--- config.mk ---
export PLATFORM = sky130hd
export DESIGN_NAME = rr_arbiter8_flat
export DESIGN_NICKNAME = d
export VERILOG_FILES = /design/src/rtl/rr_arbiter8_pkg.sv /design/src/rtl/rr_arbiter8_if.sv /design/src/rtl/rr_arbiter8_pick.sv /design/src/rtl/rr_arbiter8.sv /design/src/flat_wrapper.sv
export SDC_FILE = /design/constraint.sdc
export NUM_CORES = 1
export LEC_CHECK = 0
export CORE_MARGIN = 2
export CORE_UTILIZATION = 45
export DETAILED_ROUTE_END_ITERATION = 10
export GPL_ROUTABILITY_DRIVEN = 0
export PLACE_DENSITY = 0.73
export REMOVE_ABC_BUFFERS = 1
export SYNTH_ARGS = -nofsm -noshare
export SYNTH_HDL_FRONTEND = slang
export SYNTH_HIERARCHICAL = 1
export SYNTH_SLANG_ARGS = --single-unit
--- constraint.sdc ---
create_clock -name clk -period 3.9 [get_ports clk]
set_input_delay 0.39 -clock clk [delete_from_list [all_inputs] [get_ports clk]]
set_output_delay 0.39 -clock clk [all_outputs]
set_load 0.02 [all_outputs]
--- src/rtl/rr_arbiter8_pkg.sv ---
// Shared constants, state encoding and the 8-to-3 fixed-priority encoder
// used by the round-robin arbiter.
package arb_pkg;
    localparam int N_REQ  = 8;
    localparam int IDX_W  = 3;
    localparam int HOLD_W = 8;

    typedef enum logic {
        IDLE = 1'b0,
        OWN  = 1'b1
    } arb_state_t;

    // Lowest set bit wins; returns 0 for an all-zero vector.
    function automatic logic [IDX_W-1:0] pri_enc8(input logic [N_REQ-1:0] vec);
        logic [IDX_W-1:0] idx;
        idx = '0;
        for (int i = N_REQ - 1; i >= 0; i--) begin
            if (vec[i]) idx = IDX_W'(i);
        end
        return idx;
    endfunction
endpackage

--- src/rtl/rr_arbiter8_if.sv ---
// Request/grant bundle between the requesters and the arbiter.
interface rr_arbiter8_if;
    import arb_pkg::*;

    logic [N_REQ-1:0]  req;
    logic [N_REQ-1:0]  gnt;
    logic [IDX_W-1:0]  gnt_idx;
    logic              gnt_valid;
    logic [HOLD_W-1:0] hold_cnt;

    modport master (input req, output gnt, output gnt_idx, output gnt_valid, output hold_cnt);
    modport slave  (output req, input gnt, input gnt_idx, input gnt_valid, input hold_cnt);
endinterface

--- src/rtl/rr_arbiter8_pick.sv ---
// Combinational rotating-priority pick: search starts at ptr and wraps mod 8,
// with an optional single masked requester.
module rr_pick
    import arb_pkg::*;
(
    input  logic [N_REQ-1:0] req,
    input  logic [IDX_W-1:0] mask_idx,
    input  logic             mask_en,
    input  logic [IDX_W-1:0] ptr,
    output logic             any,
    output logic [IDX_W-1:0] win_idx,
    output logic [N_REQ-1:0] win_onehot
);
    logic [N_REQ-1:0]   mask_vec;
    logic [N_REQ-1:0]   masked;
    logic [2*N_REQ-1:0] doubled;
    logic [N_REQ-1:0]   rotated;
    logic [IDX_W-1:0]   rot_idx;

    always_comb begin
        mask_vec   = mask_en ? (N_REQ'(1) << mask_idx) : '0;
        masked     = req & ~mask_vec;
        // Rotating right by ptr puts requester ptr at bit 0 of the encoder.
        doubled    = {masked, masked} >> ptr;
        rotated    = doubled[N_REQ-1:0];
        rot_idx    = pri_enc8(rotated);
        any        = |masked;
        win_idx    = any ? (rot_idx + ptr) : '0;
        win_onehot = any ? (N_REQ'(1) << win_idx) : '0;
    end
endmodule

--- src/rtl/rr_arbiter8.sv ---
// Round-robin arbiter for eight requesters with a per-tenure hold limit;
// all outputs come straight from registers.
module rr_arbiter8
    import arb_pkg::*;
#(
    parameter int MAX_HOLD = 16
) (
    input logic          clk,
    input logic          rst,
    rr_arbiter8_if.master bus
);
    localparam logic [HOLD_W-1:0] HOLD_MAX = HOLD_W'(MAX_HOLD);

    arb_state_t        state, state_n;
    logic [IDX_W-1:0]  ptr, ptr_n;
    logic [IDX_W-1:0]  owner, owner_n;
    logic [N_REQ-1:0]  gnt_r, gnt_n;
    logic [HOLD_W-1:0] hold_r, hold_n;

    logic              pick_any;
    logic [IDX_W-1:0]  pick_idx;
    logic [N_REQ-1:0]  pick_onehot;
    logic [IDX_W-1:0]  pick_ptr;
    logic              owner_req;
    logic              others_req;
    logic              rotate;

    // While owning, the next candidate search always starts just past the
    // owner and skips it, so a release or forced rotation never re-picks it.
    assign pick_ptr = (state == OWN) ? owner + 3'd1 : ptr;

    rr_pick u_pick (
        .req        (bus.req),
        .mask_idx   (owner),
        .mask_en    (state == OWN),
        .ptr        (pick_ptr),
        .any        (pick_any),
        .win_idx    (pick_idx),
        .win_onehot (pick_onehot)
    );

    always_comb begin
        owner_req  = |(bus.req & gnt_r);
        others_req = |(bus.req & ~gnt_r);
        rotate     = (state == OWN) &&
                     (!owner_req || ((hold_r == HOLD_MAX) && others_req));

        state_n = state;
        ptr_n   = ptr;
        owner_n = owner;
        gnt_n   = gnt_r;
        hold_n  = hold_r;

        case (state)
            IDLE: begin
                if (pick_any) begin
                    state_n = OWN;
                    owner_n = pick_idx;
                    gnt_n   = pick_onehot;
                    hold_n  = HOLD_W'(1);
                end
            end
            OWN: begin
                if (rotate) begin
                    ptr_n = owner + 3'd1;
                    if (pick_any) begin
                        owner_n = pick_idx;
                        gnt_n   = pick_onehot;
                        hold_n  = HOLD_W'(1);
                    end else begin
                        state_n = IDLE;
                        owner_n = '0;
                        gnt_n   = '0;
                        hold_n  = '0;
                    end
                end else if (hold_r < HOLD_MAX) begin
                    hold_n = hold_r + HOLD_W'(1);
                end
            end
            default: begin
                state_n = IDLE;
                owner_n = '0;
                gnt_n   = '0;
                hold_n  = '0;
            end
        endcase
    end

    always_ff @(posedge clk) begin
        if (rst) begin
            state  <= IDLE;
            ptr    <= '0;
            owner  <= '0;
            gnt_r  <= '0;
            hold_r <= '0;
        end else begin
            state  <= state_n;
            ptr    <= ptr_n;
            owner  <= owner_n;
            gnt_r  <= gnt_n;
            hold_r <= hold_n;
        end
    end

    assign bus.gnt       = gnt_r;
    assign bus.gnt_idx   = owner;
    assign bus.gnt_valid = (state == OWN);
    assign bus.hold_cnt  = hold_r;
endmodule
--- src/flat_wrapper.sv ---
// flat-port wrapper written by rule: the top's interface ports become plain ports
module rr_arbiter8_flat import arb_pkg::*;
#(
    parameter int MAX_HOLD = 16
)
  (clk, rst, bus_req, bus_gnt, bus_gnt_idx, bus_gnt_valid, bus_hold_cnt);
  rr_arbiter8_if bus_i ();
  input logic clk;
  input logic rst;
  input wire logic [$bits(bus_i.req)-1:0] bus_req;
  output wire logic [$bits(bus_i.gnt)-1:0] bus_gnt;
  output wire logic [$bits(bus_i.gnt_idx)-1:0] bus_gnt_idx;
  output wire logic [$bits(bus_i.gnt_valid)-1:0] bus_gnt_valid;
  output wire logic [$bits(bus_i.hold_cnt)-1:0] bus_hold_cnt;
  assign bus_i.req = bus_req;
  assign bus_gnt = bus_i.gnt;
  assign bus_gnt_idx = bus_i.gnt_idx;
  assign bus_gnt_valid = bus_i.gnt_valid;
  assign bus_hold_cnt = bus_i.hold_cnt;
  rr_arbiter8 #(.MAX_HOLD(MAX_HOLD)) u_core (.clk(clk), .rst(rst), .bus(bus_i));
endmodule
Word-level counts from Yosys, hierarchy flattened
Index checks and enable logic that the tools add are counted.
- register bits: 23
- latch bits: 0
- bits in writable memories: 0
- bits in read-only memories: 0
- input bits: 10
- output and inout port bits: 20
- logic and storage cells: 59
- memories: 0
- $add $sub $neg: 3
- multiply operators: 0
- div/mod/pow operators: 0
- $lt $le $gt $ge: 1
- eq/ne operators: 4
- shift operators: 3
- muxes and demuxes: 27
- bitwise gates (word level): 6
- reduce and logical (&&, ||, !) cells: 10
- operators with widths (operator ; number):
    8-bit 2-to-1 mux ; 7
    3-bit 2-to-1 mux ; 13
    8-bit one-hot mux with 2 select lines ; 2
    8-bit AND ; 3
    8-bit OR reduction ; 3
    8-bit NOT ; 2
    1-bit by 3-bit left shift with 8-bit output (first input constant) ; 2
    16-bit by 3-bit right shift with 8-bit output ; 1
    8-bit by 1-bit adder with 8-bit output (second input constant) ; 1
    8-bit by 5-bit equality test with 1-bit output (second input constant) ; 1
    8-bit by 5-bit less-than comparator with 1-bit output (second input constant) ; 1
    3-bit one-hot mux with 2 select lines ; 1
    2-bit AND reduction ; 3
    3-bit by 1-bit adder with 3-bit output (second input constant) ; 1
    3-bit adder ; 1
    1-bit 2-to-1 mux ; 3
    3-bit != test (second input constant) ; 1
    1-bit logical AND ; 2
    2-bit by 1-bit != test with 1-bit output (second input constant) ; 1
    2-bit != test (second input constant) ; 1
    1-bit one-hot mux with 2 select lines ; 1
    1-bit logical NOT ; 1
    1-bit logical OR ; 1
    1-bit NOT ; 1

Longest topological paths before layout
- word-level depth: 19
- gate-level depth with buffers: 18
- gate-level depth less buffers: 17

By module
The synthesis kept the hierarchy.
- by module, submodules not included (module ; times used ; cells an instance ; area an instance (um^2)):
    rr_arbiter8 ; 1 ; 135 ; 1181.1
    rr_pick ; 1 ; 118 ; 940.9

Worst setup path before layout
No wires, ideal clock.
- path type: flip-flop to flip-flop
- start point: reg u_core.state (netlist: u_core/bus.gnt_valid)
- end point: reg u_core.gnt_r[2] (netlist: u_core/bus.gnt[2])
- library setup time: 0.092 ns
- arrival: 3.829 ns
- data required time: 3.808 ns
- slack: -0.021 ns
- stages on the path, launching flop included: 15
- period minus slack after synthesis: 3.921 ns
- cells stage by stage: dfxtp_1 clkbuf_1 mux2_2 buf_2 a32o_1 mux4_1 nor2_1 nor2b_1 o311ai_1 fa_1 nor2_1 nand3_1 mux2i_1 nand2b_1 o32ai_1
- elaborated cells on any way between the ends: 26
- classes of those cells: 1 x add/sub; 2 x eq/ne; 2 x shift; 15 x mux; 3 x bitwise; 3 x reduce/logical
- RTL lines (what ; line ; RTL):
    from (decl) ; rr_arbiter8.sv:14 ; arb_state_t state, state_n;
    from (signal assigned) ; rr_arbiter8.sv:97 ; state <= state_n;
    3-bit 2-to-1 mux * ; rr_arbiter8.sv:30 ; assign pick_ptr = (state == OWN) ? owner + 3'd1 : ptr;
    named net u_core.pick_ptr[1] ; rr_arbiter8.sv:23 ; logic [IDX_W-1:0] pick_ptr;
    16-bit by 3-bit right shift with 8-bit output ; rr_arbiter8_pick.sv:24 ; doubled = {masked, masked} >> ptr;
    3-bit 2-to-1 mux (8 in a row) ; rr_arbiter8_pkg.sv:18 ; if (vec[i]) idx = IDX_W'(i);
    3-bit adder * ; rr_arbiter8_pick.sv:28 ; win_idx = any ? (rot_idx + ptr) : '0;
    3-bit 2-to-1 mux * ; rr_arbiter8_pick.sv:28 ;
    1-bit by 3-bit left shift with 8-bit output * ; rr_arbiter8_pick.sv:29 ; win_onehot = any ? (N_REQ'(1) << win_idx) : '0;
    named net u_core.pick_onehot[2] ; rr_arbiter8.sv:22 ; logic [N_REQ-1:0] pick_onehot;
    8-bit 2-to-1 mux ; rr_arbiter8.sv:66 ; if (pick_any) begin
    8-bit 2-to-1 mux ; rr_arbiter8.sv:64 ; if (rotate) begin
    8-bit one-hot mux with 2 select lines * ; rr_arbiter8.sv:54 ; case (state)
    to (signal assigned) ; rr_arbiter8.sv:100 ; gnt_r <= gnt_n;
    to (decl) ; rr_arbiter8.sv:17 ; logic [N_REQ-1:0] gnt_r, gnt_n;
Mark *: on every way through the listed nets, which the timed path passes. The rest lies on a longest branch. The select of a mux whose other input is x is not followed.
A chain may end at the register's enable or synchronous reset.

Worst setup path in the final report
- start point: reg u_core.owner[0] (netlist: u_core/bus.gnt_idx[0])
- end point: reg u_core.gnt_r[4] (netlist: u_core/bus.gnt[4])
- word-level cells in the longest chain between the ends: 19
- elaborated cells on any way between the ends: 25
- classes of those cells: 2 x add/sub; 1 x eq/ne; 3 x shift; 15 x mux; 2 x bitwise; 2 x reduce/logical
- RTL lines (what ; line ; RTL):
    from (decl) ; rr_arbiter8.sv:16 ; logic [IDX_W-1:0] owner, owner_n;
    from (signal assigned) ; rr_arbiter8.sv:99 ; owner <= owner_n;
    branches (longest 14 deep; another with 3-bit by 1-bit adder with 3-bit output) ; n/a ;
    3-bit 2-to-1 mux * ; rr_arbiter8_pick.sv:28 ;
    1-bit by 3-bit left shift with 8-bit output * ; rr_arbiter8_pick.sv:29 ;
    named net u_core.pick_onehot[4] ; rr_arbiter8.sv:22 ;
    8-bit 2-to-1 mux ; rr_arbiter8.sv:66 ;
    8-bit 2-to-1 mux ; rr_arbiter8.sv:64 ;
    8-bit one-hot mux with 2 select lines * ; rr_arbiter8.sv:54 ;
Mark *: on every way through the listed nets, which the timed path passes. The select of a mux whose other input is x is not followed.

==> run metrics <==
most used flip-flop cell after synthesis=dfxtp_1; slowest CP cell=fa_2; Yosys cell types=55; worst vdd ir=375 µV; Buffers & Inverters on Critical Path=3; Setup Crit Path Kind=register to register; Clock Skew=between 5 and 6 ps; Reg-to-Reg Start=u_core/bus.gnt_idx[0]; number of nets in the layout=~300; Die Wd=72.7 µm; Clk network pwr share=a little under 8%; crit path max fanout=18; Util after Layout=60.2%; # clock sinks=23; Yosys top cell by area=dfxtp_1; Synth async-reset ratio=0%; wire length per cell=roughly 17 µm; post-route ant nets=0; Critical path origin=u_core/bus.gnt_idx[0]; vias in the first global route=2,008; clock slew seen by the registers of the worst setup and hold paths=90 ps; largest net degree at the start of global routing=38; Gate power share=75.8%; EDFF count, synth=0; Hold Vio Cnt, Final=0; most frequent cells after synthesis=dfxtp_1, inv_1, nand2b_1, nor2_1, mux2i_1; hold_ws=498 ps; Arr. time, crit path=3940 ps; DR iter-0 viols=245; Net Sw Power=0.917 mW; count leader, synth=dfxtp_1; site row count=24; 1st-pass router iterations=4; setup TNS=0 ps; r2r endpoint=u_core/bus.gnt[4]; cts hold-fix bufs=0; Post-Synthesis Cells=253; Worst path most repeated cell=nand2b_1; grt ovf=0; Total Routing Usage GR=21.8%; core area=roughly 0.0044 mm²; first-pass GRT wire length=9200 µm; fraction of layout cells with a size suffix above 1=19.7%; H-tree Lvls=1; Cell Area, Synth=0.00212 mm²; io pins=30; total power=1.96 mW; Pleak=about 0.96 nW; vias=2,181; Sw Ratio=between 40 and 50%; worst reg-to-reg path cell count=15; mean cell area of the mapped netlist=8.39 µm²; part of the power in registers=about 17%; crit-path leading delay family=simple AND/OR/NAND/NOR gates; period utilisation layout=96.7%; CP Capture Type=register; max incr delay on CP=650 ps; TritonCTS Buffers=3; placed inst area=0.00253 mm²; root buf cell=clkbuf_8; Final Cell Area=around 0.0027 mm²; worst-path cell chain=buf_6, or4b_4, a32o_2, mux4_2, nand2b_1, a21oi_2, o21a_1, ha_1, inv_1, fa_2, buf_4, nand4b_1, mux2i_1, nand2b_1, o32ai_1; vias per cell=6.38; Die Y=about 73 µm; max-slew violation count=0; non-filler cells, final=342; Clock Latency Late Sink=270 ps; Critical Path Start Type=register; HP Class=register to register; Crit. path cell count=15; Fmax=about 0.27 GHz; R2R setup slack=130 ps; number of fill cells in the layout=413; final worst path period need=3770 ps; sequential fraction of the synthesis area=21.7%; Syn. warnings=6; final wirelength=5810 µm; Worst EP required=4060 ps; Clock Tree Buf Depth=2; max_slew headroom=between 10% and 20%; die area=0.00528 mm²; placed insts=336; Yosys reg bits=23; synth-to-layout area growth=26.2%; initial core utilization=47.7%; max cap viols=0; top cell type's share of synthesized area=21.7%; IO Port Bufs=29; crit path capture=u_core/bus.gnt[4]; pre-CTS WS=-56.4 ps; Worst Slack Setup Final=129 ps; # setup viols final=0; CTS tree=done; DP Wirelength=4170 µm; DRC viols=0; antenna diode count=0; Pwr per Cell Area=732 mW/mm²; synth top area cells=dfxtp_1, mux2i_1, nand2b_1; slew of the pin with the lowest slew margin=1200 ps; antenna violations before repair=0; status=finished, final reports clean; internal power=1.04 mW
[final cells by class]
class	instances	area (µm²)	area share (%)
multi-input combinational	193	1570	58.7
tap	52	65.1	2.43
timing repair buffer	50	455	17.0
clock inverter	1	5.00	0.187
inverter	20	75.1	2.80
sequential	23	463	17.3
clock buffer	3	41.3	1.54
[worst min-delay path, delay by kind of cell (launching register included)]
| family | cells | cell delay [ps] |
|---|---|---|
| flip-flops | 1 | 330 |
| AND/OR/NAND/NOR | 1 | 70 |
| multiplexers | 1 | 60 |
[how the worst min path moves through the flow]
| stage | from | to | cells after the start |
|---|---|---|---|
| finish | u_core/ptr[1] | u_core/ptr[1] | 2 |
| global route | u_core/ptr[1] | u_core/ptr[1] | 2 |
| global placement | u_core/ptr[1] | u_core/ptr[1] | 2 |
| floorplan | u_core/ptr[1] | u_core/ptr[1] | 2 |
| CTS | u_core/ptr[1] | u_core/ptr[1] | 2 |
| detailed placement | u_core/ptr[1] | u_core/ptr[1] | 2 |
[sequential cells by signal (all words and copies together), names as in the netlist]
name,cells
u_core/ptr,3
u_core/bus.gnt,8
u_core/bus.hold_cnt,8
u_core/bus.gnt_idx,3
u_core/bus.gnt_valid,1
[power by group through the flow]
stage | Sequential, mW | Clock, mW | Combinational (mW)
6_report | 0.324 | 0.151 | 1.48
5_1_grt | 0.330 | 0.166 | 1.59
4_1_cts | 0.317 | 0.156 | 1.33
3_5_place_dp | 0.322 | 0 | 1.31
3_3_place_gp | 0.322 | 0 | 1.28
2_1_floorplan | 0.378 | 0 | 0.886
[cells by family (layout without fill, tap and decap cells)]
group	count (synthesis)	in the layout	synth area share, %
flops	23	23	21.7
mux	21	21	12.7
simple gates	96	96	26.9
buf+inv	37	74	7.96
compound gates	66	66	25.3
xor+xnor	5	5	2.06
fa+ha+maj	5	5	3.30
[timing repair]
action / CTS / global route
setup buffers: 0 / 2
gates resized for setup: 2 / 16
endpoints found under the setup margin: 4 / 8
cloned: 0 / 0
pin swaps: 0 / 2
[placed cells by master (no fill, tap or decap), types with 4 or more instances in the layout]
cell and instances:
dfxtp_1 21, mux2_2 4, a22oi_1 8, a31oi_1 6
nor3_1 6, nor2_1 16, nand4_1 10, nand4b_1 7
o22ai_1 7, nor2b_1 8, clkdlybuf4s50_1 29, nand2_1 9
buf_4 19, nand2b_1 17, inv_1 20, a21oi_1 7
o32ai_1 9, mux2i_1 12, nand3_1 4
[metal layers]
metal / wire length (µm) / global-route usage [%] / up-vias
met1: 2700 / 30.0 / 1048
li1: - / - / 1033
met5: 0 / 0 / -
met4: 128 / 7.82 / 0
met3: 342 / 2.90 / 14
met2: 2640 / 34.9 / 86
Note: power is estimated with default switching activity, not from simulation.
